File: config.mk
export PLATFORM = sky130hd
export DESIGN_NAME = alu_op_sequencer
export DESIGN_NICKNAME = d
export VERILOG_FILES = /design/src/rtl/alu_seq_pkg.sv /design/src/rtl/btn_debounce.sv /design/src/rtl/alu_op_sequencer.sv
export SDC_FILE = /design/constraint.sdc
export NUM_CORES = 1
export LEC_CHECK = 0
export BUFFER_PORTS_ARGS = -buffer_cell sky130_fd_sc_hd__buf_4
export CAP_MARGIN = 20
export CORE_MARGIN = 4
export CORE_UTILIZATION = 58
export DETAILED_ROUTE_END_ITERATION = 6
export GPL_TIMING_DRIVEN = 0
export PLACE_DENSITY = 0.78
export RECOVER_POWER = 25
export SLEW_MARGIN = 5
export SYNTH_ARGS = -nofsm -noshare
export SYNTH_HDL_FRONTEND = slang
export SYNTH_SLANG_ARGS = --single-unit
File: constraint.sdc
create_clock -name clk -period 7.2 [get_ports clk]
set_input_delay 1.44 -clock clk [delete_from_list [all_inputs] [get_ports clk]]
set_output_delay 1.44 -clock clk [all_outputs]
set_load 0.005 [all_outputs]
File: src/rtl/alu_seq_pkg.sv
// Shared types and constants for the ALU operation sequencer.
// Used by alu_op_sequencer and its testbench.
package alu_seq_pkg;

  localparam int OP_W   = 3;
  localparam int OPND_W = 5;
  localparam int RES_W  = 10;

  typedef enum logic [2:0] {
    ST_IDLE   = 3'd0,
    ST_HAVE_A = 3'd1,
    ST_EXEC   = 3'd2,
    ST_WAIT   = 3'd3,
    ST_SHOW   = 3'd4
  } seq_state_t;

  localparam logic [1:0] DISP_BLANK  = 2'd0;
  localparam logic [1:0] DISP_A      = 2'd1;
  localparam logic [1:0] DISP_AB     = 2'd2;
  localparam logic [1:0] DISP_RESULT = 2'd3;

  // Advance the operation code, wrapping after the last supported operation.
  function automatic logic [OP_W-1:0] next_op(input logic [OP_W-1:0] op,
                                              input int unsigned num_ops);
    if (32'(op) >= num_ops - 1) return '0;
    return op + 1'b1;
  endfunction

endpackage

File: src/rtl/btn_debounce.sv
// Button front-end: two-flop synchronizer, stability counter and one-shot
// press pulse. A level change is accepted only after DEBOUNCE_CYCLES stable samples.
module btn_debounce #(
  parameter int unsigned DEBOUNCE_CYCLES = 250000
) (
  input  logic clk,
  input  logic rst_n,
  input  logic raw,
  output logic pulse
);

  localparam int unsigned      CNT_W    = $clog2(DEBOUNCE_CYCLES + 1);
  localparam logic [CNT_W-1:0] CNT_LAST = CNT_W'(DEBOUNCE_CYCLES - 1);

  logic             sync1_reg;
  logic             sync2_reg;
  logic             level_reg;
  logic             pulse_reg;
  logic [CNT_W-1:0] cnt_reg;

  always_ff @(posedge clk or negedge rst_n) begin
    if (!rst_n) begin
      sync1_reg <= 1'b0;
      sync2_reg <= 1'b0;
      level_reg <= 1'b0;
      pulse_reg <= 1'b0;
      cnt_reg   <= '0;
    end else begin
      sync1_reg <= raw;
      sync2_reg <= sync1_reg;
      pulse_reg <= 1'b0;
      if (sync2_reg == level_reg) begin
        cnt_reg <= '0;
      end else if (cnt_reg == CNT_LAST) begin
        // Only the rising acceptance produces a pulse; release just re-arms.
        level_reg <= sync2_reg;
        cnt_reg   <= '0;
        pulse_reg <= sync2_reg;
      end else begin
        cnt_reg <= cnt_reg + 1'b1;
      end
    end
  end

  assign pulse = pulse_reg;

endmodule

File: src/rtl/alu_op_sequencer.sv
// Front-end controller for the lab ALU: operand entry, op stepping, result latch.
// Optional build macro ALU_SEQ_AUTO_CYCLE_EN adds timed auto-advance in SHOW.
module alu_op_sequencer
  import alu_seq_pkg::*;
#(
  parameter int unsigned DEBOUNCE_CYCLES = 250000,
  parameter int unsigned NUM_OPS         = 8,
  parameter int unsigned ALU_LAT         = 1,
  parameter int unsigned AUTO_PERIOD     = 50000000
) (
  input  logic                      clk,
  input  logic                      rst_n,
  input  logic [OPND_W-1:0]         sw,
  input  logic                      btn_load,
  input  logic                      btn_next,
  input  logic [RES_W-1:0]          alu_result,
  output logic [2*OPND_W-1:0]       operands,
  output logic [OP_W-1:0]           op_sel,
  output logic [RES_W-1:0]          result,
  output logic                      result_valid,
  output logic [1:0]                disp_mode,
  output logic [2:0]                state_dbg
);

  // Reset asserts asynchronously everywhere but releases on a clock edge.
  logic rst_meta_reg;
  logic rst_sync_n;

  always_ff @(posedge clk or negedge rst_n) begin
    if (!rst_n) begin
      rst_meta_reg <= 1'b0;
      rst_sync_n   <= 1'b0;
    end else begin
      rst_meta_reg <= 1'b1;
      rst_sync_n   <= rst_meta_reg;
    end
  end

  logic load_p;
  logic next_p;
  logic step_p;

  btn_debounce #(.DEBOUNCE_CYCLES(DEBOUNCE_CYCLES)) u_load_db (
    .clk   (clk),
    .rst_n (rst_sync_n),
    .raw   (btn_load),
    .pulse (load_p)
  );

  btn_debounce #(.DEBOUNCE_CYCLES(DEBOUNCE_CYCLES)) u_next_db (
    .clk   (clk),
    .rst_n (rst_sync_n),
    .raw   (btn_next),
    .pulse (next_p)
  );

  seq_state_t        state_reg,  state_next;
  logic [OPND_W-1:0] opnd_a_reg, opnd_a_next;
  logic [OPND_W-1:0] opnd_b_reg, opnd_b_next;
  logic [OP_W-1:0]   op_reg,     op_next;
  logic [RES_W-1:0]  result_reg, result_next;
  logic              valid_reg,  valid_next;
  logic [3:0]        wait_reg,   wait_next;
  logic [1:0]        disp_next;

`ifdef ALU_SEQ_AUTO_CYCLE_EN
  localparam int unsigned       AUTO_W    = (AUTO_PERIOD > 1) ? $clog2(AUTO_PERIOD) : 1;
  localparam logic [AUTO_W-1:0] AUTO_LAST = AUTO_W'(AUTO_PERIOD - 1);

  logic [AUTO_W-1:0] auto_cnt_reg;
  logic              auto_hit;

  assign auto_hit = (state_reg == ST_SHOW) && (auto_cnt_reg == AUTO_LAST);

  // Interval restarts whenever SHOW is (re)entered or a button is pressed.
  always_ff @(posedge clk or negedge rst_sync_n) begin
    if (!rst_sync_n) begin
      auto_cnt_reg <= '0;
    end else if ((state_reg != ST_SHOW) || load_p || next_p || auto_hit) begin
      auto_cnt_reg <= '0;
    end else begin
      auto_cnt_reg <= auto_cnt_reg + 1'b1;
    end
  end

  assign step_p = next_p | auto_hit;
`else
  assign step_p = next_p;
`endif

  always_ff @(posedge clk or negedge rst_sync_n) begin
    if (!rst_sync_n) begin
      state_reg  <= ST_IDLE;
      opnd_a_reg <= '0;
      opnd_b_reg <= '0;
      op_reg     <= '0;
      result_reg <= '0;
      valid_reg  <= 1'b0;
      wait_reg   <= '0;
    end else begin
      state_reg  <= state_next;
      opnd_a_reg <= opnd_a_next;
      opnd_b_reg <= opnd_b_next;
      op_reg     <= op_next;
      result_reg <= result_next;
      valid_reg  <= valid_next;
      wait_reg   <= wait_next;
    end
  end

  always_comb begin
    state_next  = state_reg;
    opnd_a_next = opnd_a_reg;
    opnd_b_next = opnd_b_reg;
    op_next     = op_reg;
    result_next = result_reg;
    valid_next  = valid_reg;
    wait_next   = wait_reg;
    disp_next   = DISP_BLANK;

    case (state_reg)
      ST_IDLE: begin
        disp_next = DISP_BLANK;
        if (load_p) begin
          opnd_a_next = sw;
          state_next  = ST_HAVE_A;
        end
      end
      ST_HAVE_A: begin
        disp_next = DISP_A;
        if (load_p) begin
          opnd_b_next = sw;
          valid_next  = 1'b0;
          state_next  = ST_EXEC;
        end
      end
      ST_EXEC: begin
        disp_next  = DISP_AB;
        valid_next = 1'b0;
        wait_next  = 4'(ALU_LAT);
        state_next = ST_WAIT;
      end
      ST_WAIT: begin
        disp_next = DISP_AB;
        if (wait_reg == '0) begin
          result_next = alu_result;
          valid_next  = 1'b1;
          state_next  = ST_SHOW;
        end else begin
          wait_next = wait_reg - 1'b1;
        end
      end
      ST_SHOW: begin
        disp_next = DISP_RESULT;
        // LOAD beats NEXT when both arrive together.
        if (load_p) begin
          opnd_a_next = sw;
          opnd_b_next = '0;
          valid_next  = 1'b0;
          state_next  = ST_HAVE_A;
        end else if (step_p) begin
          op_next    = next_op(op_reg, NUM_OPS);
          valid_next = 1'b0;
          state_next = ST_EXEC;
        end
      end
      default: begin
        state_next = ST_IDLE;
      end
    endcase
  end

  assign operands     = {opnd_a_reg, opnd_b_reg};
  assign op_sel       = op_reg;
  assign result       = result_reg;
  assign result_valid = valid_reg;
  assign disp_mode    = disp_next;
  assign state_dbg    = state_reg;

endmodule

==> results of run 1 <==
[metal layers]
metal / share of wire / vias up
li1: - / 1293
met1: 0.45 / 1273
met2: 0.49 / 53
met3: 0.044 / 7
met4: 0.010 / 0
met5: 0 / -
[report_power, final]
group          switching (W)  internal, W
clock               0.000147     0.000123
combinational      0.0000160    0.0000154
sequential        0.00000704     0.000439
[cell usage in the layout, fill, tap and decap left out, types with 3 or more instances in the layout]
master,Yosys,routed
dfrtp_1,77,77
buf_4,0,47
nor2_1,35,35
nand2_1,24,24
nand4_1,16,16
xor2_1,16,16
mux2_2,16,16
o21ai_0,14,14
a21oi_1,13,13
xnor2_1,12,12
nand3_1,10,10
clkbuf_8,0,9
clkbuf_1,5,8
nor4_1,8,8
inv_1,7,7
nor2b_1,6,6
ha_1,6,6
and4_1,5,5
and3_1,5,5
or3_1,4,4
nor3_1,4,4
nand2b_1,4,4
nor3b_1,4,4
clkinv_2,0,4
buf_2,3,3
or4_1,3,3
o31ai_1,3,3
[metrics by stage]
| step | utilization | worst slack, ns |
|---|---|---|
| 2_1_floorplan | - | 4.88 |
| 3_3_place_gp | 0.675 | 4.12 |
| 3_5_place_dp | 0.680 | 4.63 |
| 4_1_cts | 0.707 | 4.25 |
| 5_1_grt | 0.703 | 2.81 |
| 6_report | 0.703 | 3.66 |
[cell usage after synthesis, types with 2 or more instances]
cell,number,area share
nand2b_1,4,0.0070
and3_1,5,0.0088
nand3_1,10,0.014
inv_1,7,0.0074
o41ai_1,2,0.0049
nor3b_1,4,0.0084
nand2_1,24,0.025
and3b_1,2,0.0049
nor2_1,35,0.037
or4_1,3,0.0063
nand4_1,16,0.028
nor4_1,8,0.014
mux2_2,16,0.050
nor3_1,4,0.0056
xor2_1,16,0.039
or3_1,4,0.0070
a21oi_1,13,0.018
xnor2_1,12,0.029
a21o_1,2,0.0042
dfrtp_1,77,0.54
o221ai_1,2,0.0049
o31ai_1,3,0.0063
and4_1,5,0.012
ha_1,6,0.021
o21ai_0,14,0.020
buf_2,3,0.0042
clkbuf_1,5,0.0053
nor2b_1,6,0.011
[worst paths after layout]
path	startpoint	endpoint	cells past startpoint	slack, ns
max in group clk	state_dbg[1]	disp_mode[1]	5	4.26
worst min-delay path	rst_sync_n	result[3]	0	0.23
worst min register to register	rst_sync_n	result[3]	0	0.23
min in group clk	u_next_db.sync1_reg	u_next_db.sync2_reg	0	0.35
worst max-delay path	rst_sync_n	opnd_b_reg[1]	1	3.66
worst max register to register	rst_sync_n	opnd_b_reg[1]	1	3.66
[final cells by class]
type / count / area [sq um] / area share
Buffer: 8 / 33.8 / 0.00807
Clock buffer: 11 / 131 / 0.0314
Clock inverter: 5 / 27.5 / 0.00658
Inverter: 7 / 26.3 / 0.00628
Multi-Input combinational cell: 235 / 1590 / 0.379
Sequential cell: 77 / 1930 / 0.461
Tap cell: 75 / 93.8 / 0.0224
Timing Repair Buffer: 48 / 357 / 0.0852
[kinds of logic (layout without fill, tap and decap cells)]
kind of cell	count (synthesis)	in the layout
xor gates and xnor gates	28	28
buffers and inverters	15	79
muxes	17	17
other	1	1
and+or+nand+nor	140	140
AOI/OAI and AO/OA	43	43
DFF	77	77
adders and majority gates	6	6
==> summary.md, run 1 <==
| Metric | Value |
|---|---|
| Status | `complete, but fails checks` |
| Failing checks | `max-capacitance violations, max-slew violations` |
| CTS Buffer Depth | `2` |
| Top FF cell, synth | `dfrtp_1` |
| XOR/XNOR Fraction of Synth Area | `0.0686` |
| Mean Syn Cell Area | `10.9 sq um` |
| Syn Std Cell Area | `0.00357 sq mm` |
| Diode count | `0` |
| Routed Antenna Nets | `0` |
| Initial Util | `0.600` |
| Global route overflow | `0` |
| CP max stage cell | `clkbuf_1` |
| Max-cap violations | `1` |
| Max Clk Rate | `282 MHz` |
| Post-Syn Nets | `352` |
| Slew Limit Fails | `63` |
| Setup CP Type | `register to async pin` |
| First-pass GRT wire length | `12.0 mm` |
| Clk pin slew, worst setup/hold paths | `0.07 ns` |
| Layout cells sized above 1 | `0.225` |
| Root buffer cell | `clkbuf_8` |
| Maximum fanout along the worst path | `62` |
| Post-DP Area | `0.00405 sq mm` |
| Via density | `5.64` |
| I/O Buffers | `47` |
| Avg WL per Cell | `14.6 um` |
| CTS sink count | `77` |
| Post-CTS setup buffer count | `0` |
| Fillers | `442` |
| Synth Area in Adders | `0.0210` |
| Grt met2 use | `0.327` |
| Hpwl dp | `4.92 mm` |
| Die height | `86.5 um` |
| Critical path arrival | `3.30 ns` |
| CTS Buf Count | `9` |
| Vias in the first global route | `2,609` |
| RSZ-0062 raised after global routing | `no` |
| CP endpoint kind | `async pin` |
| Placer Congestion | `0.847` |
| H-Tree Depth | `3` |
| # hold bufs at CTS | `0` |
| Drt first pass iters | `4` |
| Compound-cell area share of the yosys netlist | `0.0791` |
| DRC errors left | `0` |
| Max incr delay on CP | `2.25 ns` |
| Setup violators final | `0` |
| Pin count of the biggest net entering global routing | `63` |
| Met3 usage | `0.0428` |
| Final Net Count | `411` |
| Asr flop ratio synth | `1.00` |
| Post-Layout Cell Count | `466` |
| Clk Latency, worst-skew pair | `0.33 ns` |
| Worst hold-check path type | `register to async pin` |
| Mux cell area share after synthesis | `0.0536` |
| Post-CTS sizing | `0` |
| Post-Syn Instances | `327` |
| Placeable Area | `0.00596 sq mm` |
| Pwr/cell area | `179 mW/mm^2` |
| Overall Power | `0.000748 W` |
| M1 GR Usage | `0.270` |
| Worst path required time | `6.96 ns` |
| Part of the cycle the worst path needs | `0.492` |
| Peak VDD IR | `0.158 mV` |
| Total track usage | `0.200` |
| Min Hold Slack | `0.228 ns` |
| Tmin final | `3.54 ns` |
| CTS tree | `yes` |
| Die W | `86.5 um` |
| Std-Cell Rows | `28` |
| #FFs+latches synth | `77` |
| Simple-gate share of the synthesized area | `0.221` |
| Number of synthesized flops with an enable pin | `0` |
| Seq/Total Area, Yosys | `0.539` |
| Bufs and invs on worst path | `1` |
| Initial antenna violation count | `0` |
| Vias | `2,626` |
| Clock skew | `0.00760 ns` |
| Slew headroom | `-1.07` |
| DRT Wirelength | `6.80 mm` |
| Top Family by Delay on Critical Path | `buffers and inverters` |
| 1st-iter DRT viols | `138` |
| Setup TNS | `0 ns` |
| DIE AREA | `0.00748 sq mm` |
| Design area | `0.00418 sq mm` |
| Fin. Hold Viols | `0` |
| Synth warn | `0` |
| Gr busiest metal | `met2` |
| Io pins | `48` |
| Worst-Margin Slew | `3.10 ns` |
| Placed cell count | `450` |
| Cells along the critical path | `clkbuf_1` |
| Layout area overhead | `17.0%` |
| Critical path startpoint category | `register` |
| Leakage | `1.91 nW` |
| Yosys cell types | `47` |
| Main combinational cell family by area after synthesis | `simple AND/OR/NAND/NOR gates` |
No activity file was read; power rests on OpenSTA's default activity.
==> run 2, diff against run 1 <==
--- a/config.mk
+++ b/config.mk
@@ -8,10 +8,10 @@
 export BUFFER_PORTS_ARGS = -buffer_cell sky130_fd_sc_hd__buf_4
 export CAP_MARGIN = 20
 export CORE_MARGIN = 4
-export CORE_UTILIZATION = 58
+export CORE_UTILIZATION = 52
 export DETAILED_ROUTE_END_ITERATION = 6
 export GPL_TIMING_DRIVEN = 0
-export PLACE_DENSITY = 0.78
+export PLACE_DENSITY = 0.74
 export RECOVER_POWER = 25
 export SLEW_MARGIN = 5
 export SYNTH_ARGS = -nofsm -noshare
==> constraint.sdc (replaced) <==
create_clock -name clk -period 3.25 [get_ports clk]
set_input_delay 0.65 -clock clk [delete_from_list [all_inputs] [get_ports clk]]
set_output_delay 0.65 -clock clk [all_outputs]
set_load 0.005 [all_outputs]
==> run 2 against run 1 <==
  * The flow now finishes without violations
  * Highest routed layer unchanged
  * Worst setup slack worse by 2.6 ns
  * First-iteration DRC count is 0.72% lower
  * Register-to-register slack worse by 2.5 ns
  * Global-route usage is 2.1 points lower
  * Clock power grew to 2.9 times the previous value
  * Sequential power is 120% higher
==> summary.md, run 2 (synthesis gave the netlist of run 1 again) <==
| Metric | Value |
|---|---|
| Status | `finished, final reports clean` |
| Pwr/cell area | `433 mW/mm^2 (+140%)` |
| Initial Util | `0.550 (-0.0498)` |
| Std-Cell Rows | `29 (+3.6%)` |
| Global route overflow | `0 (unchanged)` |
| Vias | `2,671 (+1.7%)` |
| Multi-input logic area | `0.00159 sq mm (unchanged)` |
| Root buffer cell | `clkbuf_8` |
| Slew Limit Fails | `0 (-100%)` |
| Maximum fanout along the worst path | `10 (-84%)` |
| Critical path startpoint category | `register` |
| Setup CP Type | `register to output port` |
| Post-CTS setup buffer count | `0 (unchanged)` |
| CTS sink count | `77 (unchanged)` |
| Most common cell after layout, fill and taps aside | `dfrtp_1` |
| Max Clk Rate | `457 MHz` |
| Worst hold-check path type | `input port to async pin` |
| 1st-iter DRT viols | `137 (-0.72%)` |
| DIE AREA | `0.00826 sq mm (+10%)` |
| Post-DP Area | `0.00406 sq mm (about the same)` |
| DRT Wirelength | `6.80 mm (about the same)` |
| Setup TNS | `0 ns (unchanged)` |
| Tmin final | `2.19 ns` |
| Diode count | `0 (unchanged)` |
| Reg2Reg Depth | `6 (+5)` |
| Reg area | `0.00193 sq mm (unchanged)` |
| Placeable Area | `0.00649 sq mm (+9.1%)` |
| I/O Buffers | `47 (unchanged)` |
| Cells along the critical path | `clkbuf_1, nor2_1, nand2_1, nand2_1, buf_4` |
| Clk pin slew, worst setup/hold paths | `0.09 ns (+0.02 ns)` |
| Fin util | `0.653 (-0.0495)` |
| Initial antenna violation count | `0 (unchanged)` |
| CP endpoint kind | `output port` |
| Layout cells sized above 1 | `0.228 (+0.00256)` |
| CTS tree | `yes` |
| Via density | `5.71 (+1.3%)` |
| Fin. Hold Viols | `0 (unchanged)` |
| RSZ-0062 raised after global routing | `no` |
| Part of the cycle the worst path needs | `0.673` |
| Post-CTS sizing | `0 (unchanged)` |
| Vias in the first global route | `2,690 (+3.1%)` |
| Clock skew | `0.0154 ns (+0.00778 ns)` |
| Hpwl dp | `4.87 mm (-0.93%)` |
| Max-cap violations | `0 (-1)` |
| Setup violators final | `0 (unchanged)` |
| Worst path required time | `2.60 ns (-4.36 ns)` |
| Max incr delay on CP | `0.40 ns (-1.85 ns)` |
| Final Net Count | `411 (unchanged)` |
| Slew headroom | `0.0717 (+1.14)` |
| CTS Buf Count | `9 (unchanged)` |
| H-Tree Depth | `3 (unchanged)` |
| Die W | `90.9 um (+5.1%)` |
| Placer Congestion | `0.836 (-1.4%)` |
| DRC errors left | `0 (unchanged)` |
| Pin count of the biggest net entering global routing | `60 (-4.8%)` |
| Worst path most repeated cell | `nand2_1` |
| Drt first pass iters | `4 (unchanged)` |
| Commonest cells after routing, fill and taps aside | `dfrtp_1 (77), buf_4 (44), nor2_1 (35)` |
| Total track usage | `0.179 (-0.0215)` |
| Peak VDD IR | `0.231 mV (+46%)` |
| Critical path arrival | `1.54 ns (-1.76 ns)` |
| First-pass GRT wire length | `12.2 mm (+1.1%)` |
| Die height | `90.9 um (+5.1%)` |
| Worst-Margin Slew | `1.39 ns (-1.71 ns)` |
| CTS Buffer Depth | `2 (unchanged)` |
| Io pins | `48 (unchanged)` |
| # hold bufs at CTS | `0 (unchanged)` |
| Avg WL per Cell | `14.5 um (-0.38%)` |
| Layout area overhead | `18.7%` |
| Fillers | `530 (+20%)` |
| Routed Antenna Nets | `0 (unchanged)` |
| Clk Latency, worst-skew pair | `0.35 ns (+0.02 ns)` |
| CP max stage cell | `dfrtp_1` |
| Design area | `0.00424 sq mm (+1.4%)` |
| Leakage | `1.93 nW (+0.97%)` |
## run 2: changes by cell type in the layout (fill, tap and decap cells not counted)
cell        delta
buf_4          -3
clkinv_2       -3
bufinv_16      +2
clkbuf_4       +2
clkbuf_1       -1
clkbuf_2       +1
clkinv_4       +1
clkinvlp_4     +1
## run 2: final cells by class
type | instances | share of cell area
Multi-Input combinational cell | 235 | 0.374
Timing Repair Buffer | 48 | 0.0835
Inverter | 7 | 0.00619
Sequential cell | 77 | 0.454
Clock buffer | 10 | 0.0301
Tap cell | 77 | 0.0227
Clock inverter | 6 | 0.0209
Buffer | 8 | 0.00796
## run 2: worst paths after layout
| check | from | endpoint | slack [ns] |
|---|---|---|---|
| max | state_dbg[1] | disp_mode[1] | 1.06 |
| min | rst_n | rst_sync_n | 0.07 |
| max reg2reg | u_next_db.cnt_reg[5] | u_next_db.cnt_reg[9] | 1.12 |
| min reg2reg | rst_sync_n | result[8] | 0.27 |
| max in group asynchronous | rst_sync_n | u_next_db.cnt_reg[15] | 1.18 |
| min in group clk | u_next_db.sync1_reg | u_next_db.sync2_reg | 0.35 |
## run 2: routing by layer
| layer | share of wire | global-route usage |
|---|---|---|
| met5 | 0 | 0 |
| met4 | 0.015 | 0.0729 |
| met3 | 0.046 | 0.0417 |
| met2 | 0.48 | 0.300 |
| met1 | 0.46 | 0.224 |
## run 2: critical path, delay by kind of cell, from the launching register on
family / cells / cell delay [ns]
buffers and inverters: 2 / 0.49
AND/OR/NAND/NOR: 3 / 0.30
flip-flops: 1 / 0.40
## run 2: metrics by stage
| stage | power, W | instances | setup WS, ns | hold WS [ns] |
|---|---|---|---|---|
| 4_1_cts | 0.00186 | 468 | 1.05 | 0.0541 |
| 2_1_floorplan | 0.00104 | 327 | 0.947 | 0.331 |
| 3_3_place_gp | 0.00108 | 451 | 0.124 | 0.332 |
| 5_1_grt | 0.00191 | 468 | 0.694 | 0.0699 |
| 3_5_place_dp | 0.00108 | 452 | 1.15 | 0.201 |
| 6_report | 0.00184 | 468 | 1.06 | 0.0748 |
## run 2: where the power goes
group | internal (W) | switching [W]
sequential | 0.000973 | 0.0000157
clock | 0.000432 | 0.000348
combinational | 0.0000337 | 0.0000352
total | 0.00144 | 0.000399
==> run 3, diff against run 2 <==
--- a/config.mk
+++ b/config.mk
@@ -8,10 +8,10 @@
 export BUFFER_PORTS_ARGS = -buffer_cell sky130_fd_sc_hd__buf_4
 export CAP_MARGIN = 20
 export CORE_MARGIN = 4
-export CORE_UTILIZATION = 52
+export CORE_UTILIZATION = 57
 export DETAILED_ROUTE_END_ITERATION = 6
 export GPL_TIMING_DRIVEN = 0
-export PLACE_DENSITY = 0.74
+export PLACE_DENSITY = 0.77
 export RECOVER_POWER = 25
 export SLEW_MARGIN = 5
 export SYNTH_ARGS = -nofsm -noshare
==> constraint.sdc (replaced) <==
create_clock -name clk -period 2.16 [get_ports clk]
set_input_delay 0.432 -clock clk [delete_from_list [all_inputs] [get_ports clk]]
set_output_delay 0.432 -clock clk [all_outputs]
set_load 0.005 [all_outputs]
==> run 3 against run 2 <==
  * Clock skew fell by 0.0040 ns
  * Core utilization rose by 6.2 points
  * Register-to-register slack got worse by 0.93 ns
  * Sequential share of layout area fell by 0.48 points
  * First-iteration DRC count fell by 15%
  * Sequential power rose by 51%
  * Via count rose by 1.3%
  * Hold slack improved by 0.15 ns
  * Critical path depth rose by 1
  * Sequential cell count did not move
  * Routed wire length rose by 3.3%
  * Worst setup slack got worse by 0.87 ns
==> summary.md, run 3 (synthesis gave the netlist of run 1 again) <==
| Metric | Value |
|---|---|
| Status | `finished, final reports clean` |
| Worst hold path depth | `1` |
| Fin. Hold Viols | `0 (unchanged)` |
| DIE AREA | `0.00760 sq mm (-8.0%)` |
| Tmin final | `1.97 ns` |
| Initial antenna violation count | `0 (unchanged)` |
| Clk pin slew, worst setup/hold paths | `0.08 ns (about the same)` |
| Maximum fanout along the worst path | `10 (unchanged)` |
| Max Clk Rate | `508 MHz` |
| Setup ws final | `0.192 ns (-0.871 ns)` |
| Clk Latency, worst-skew pair | `0.34 ns (about the same)` |
| Via density | `5.78 (+1.3%)` |
| Initial Util | `0.597 (+0.0463)` |
| 1st-iter DRT viols | `116 (-15%)` |
| Avg WL per Cell | `15.0 um (+3.3%)` |
| Setup violators final | `0 (unchanged)` |
| Worst hold-check path type | `input port to register` |
| Io pins | `48 (unchanged)` |
| Slew headroom | `0.445 (+0.373)` |
| Setup CP Type | `register to register` |
| Pin count of the biggest net entering global routing | `60 (unchanged)` |
| Max-cap violations | `0 (unchanged)` |
| Peak VDD IR | `0.528 mV (+130%)` |
| RSZ-0062 raised after global routing | `no` |
| Global route overflow | `0 (unchanged)` |
| Reg2Reg Depth | `6 (unchanged)` |
| Reg2reg setup slack | `0.19 ns (-0.93 ns)` |
| Root buffer cell | `clkbuf_8` |
| Worst-Margin Slew | `0.826 ns (-0.566 ns)` |
| Final Net Count | `413 (+0.49%)` |
| Layout cells sized above 1 | `0.232 (+0.00393)` |
| DRT Wirelength | `7.03 mm (+3.3%)` |
| Drt first pass iters | `4 (unchanged)` |
| Total track usage | `0.202 (+0.0231)` |
| CTS sink count | `77 (unchanged)` |
| First-pass GRT wire length | `12.1 mm (-0.68%)` |
| Die W | `87.2 um (-4.1%)` |
| Most common cell after layout, fill and taps aside | `dfrtp_1` |
| Setup Slack @ Placement | `0.0495 ns (-1.10 ns)` |
| Placeable Area | `0.00599 sq mm (-7.8%)` |
| Critical path startpoint category | `register` |
| Slew Limit Fails | `0 (unchanged)` |
| Hpwl dp | `4.88 mm (+0.17%)` |
| H-Tree Depth | `3 (unchanged)` |
| CTS Buffer Depth | `2 (unchanged)` |
| I/O Buffers | `47 (unchanged)` |
| Std-Cell Rows | `28 (-3.4%)` |
| Part of the cycle the worst path needs | `0.911` |
| Critical path arrival | `2.18 ns (+0.64 ns)` |
| Post-DP Area | `0.00405 sq mm (about the same)` |
| Pwr/cell area | `672 mW/mm^2 (+55%)` |
| Leakage | `1.94 nW (+0.88%)` |
| Layout area overhead | `19.9%` |
| Vias in the first global route | `2,575 (-4.3%)` |
| Die height | `87.2 um (-4.1%)` |
| Design area | `0.00429 sq mm (+1.1%)` |
| Clock skew | `0.0114 ns (-0.00397 ns)` |
| CTS Buf Count | `9 (unchanged)` |
| CP endpoint kind | `register` |
| CTS tree | `yes` |
| Worst path required time | `2.37 ns (-0.23 ns)` |
| Routed Antenna Nets | `0 (unchanged)` |
| Placer Congestion | `0.807 (-3.4%)` |
| Vias | `2,706 (+1.3%)` |
| Setup TNS | `0 ns (unchanged)` |
| DRC errors left | `0 (unchanged)` |
| Diode count | `0 (unchanged)` |
| Commonest cells after routing, fill and taps aside | `dfrtp_1 (77), buf_4 (45), nor2_1 (35)` |
run 3: changes by cell type in the layout (fill, tap and decap cells not counted), sizes merged:
cell         before  now
clkinvlp          2    3
buf              47   48
clkinv            2    0
dlygate4sd3       0    1
bufinv            2    3
run 3: timing repair:
action,CTS,global route
setup buffers,0,1
gates resized for setup,0,1
hold buffers,1,0
setup endpoints to repair,0,18
hold endpoints to repair,2,0
run 3: area by class of cell:
cell class / count / area, sq um
plain buffers: 8 / 33.8
clock buffers: 10 / 128
well taps: 75 / 93.8
fillers: 415 / 1700
repair buffers: 50 / 374
clock inverters: 6 / 113
flip-flops and latches: 77 / 1930
inverters: 7 / 26.3
multi-input cells: 235 / 1590
run 3: where the power goes:
group / leakage, nW / internal (W) / switching [W]
clock network: 0.109 / 0.000768 / 0.000517
registers: 1.01 / 0.00146 / 0.0000242
logic: 0.826 / 0.0000534 / 0.0000528
total: 1.94 / 0.00229 / 0.000594
run 3: routing by layer:
metal / track usage / wire, um / share of wire / up-vias
li1: - / - / - / 1301
met3: 0.0407 / 345 / 0.049 / 6
met1: 0.278 / 3200 / 0.45 / 1332
met2: 0.316 / 3420 / 0.49 / 67
met4: 0.0795 / 63 / 0.0090 / 0
met5: 0 / 0 / 0 / -
run 3: worst paths after layout:
check                                startpoint                   end
max                        u_next_db.cnt_reg[4]  u_next_db.cnt_reg[6]
min                                    btn_next   u_next_db.sync1_reg
max reg2reg                u_next_db.cnt_reg[4]  u_next_db.cnt_reg[6]
min reg2reg                          rst_sync_n             result[6]
max in group asynchronous            rst_sync_n  u_load_db.cnt_reg[1]
min in group asynchronous            rst_sync_n             result[6]
run 3: critical path, cell delays in order (launching register included):
cell	delay, ns
dfrtp_1	0.36
clkbuf_1	0.19
nor4_1	0.28
nand4_1	0.20
o21ai_2	0.39
buf_2	0.31
nor2_1	0.10
run 3: per-stage QoR:
stage               total power [W]  hold slack, ns   util  std cells
detailed placement          0.00163           0.198  0.676        450
finish                      0.00288           0.226  0.716        468
global placement            0.00162           0.215  0.671        449
floorplan                   0.00156           0.136      -        327
CTS                         0.00291           0.189  0.718        467
global route                0.00299           0.197  0.716        468
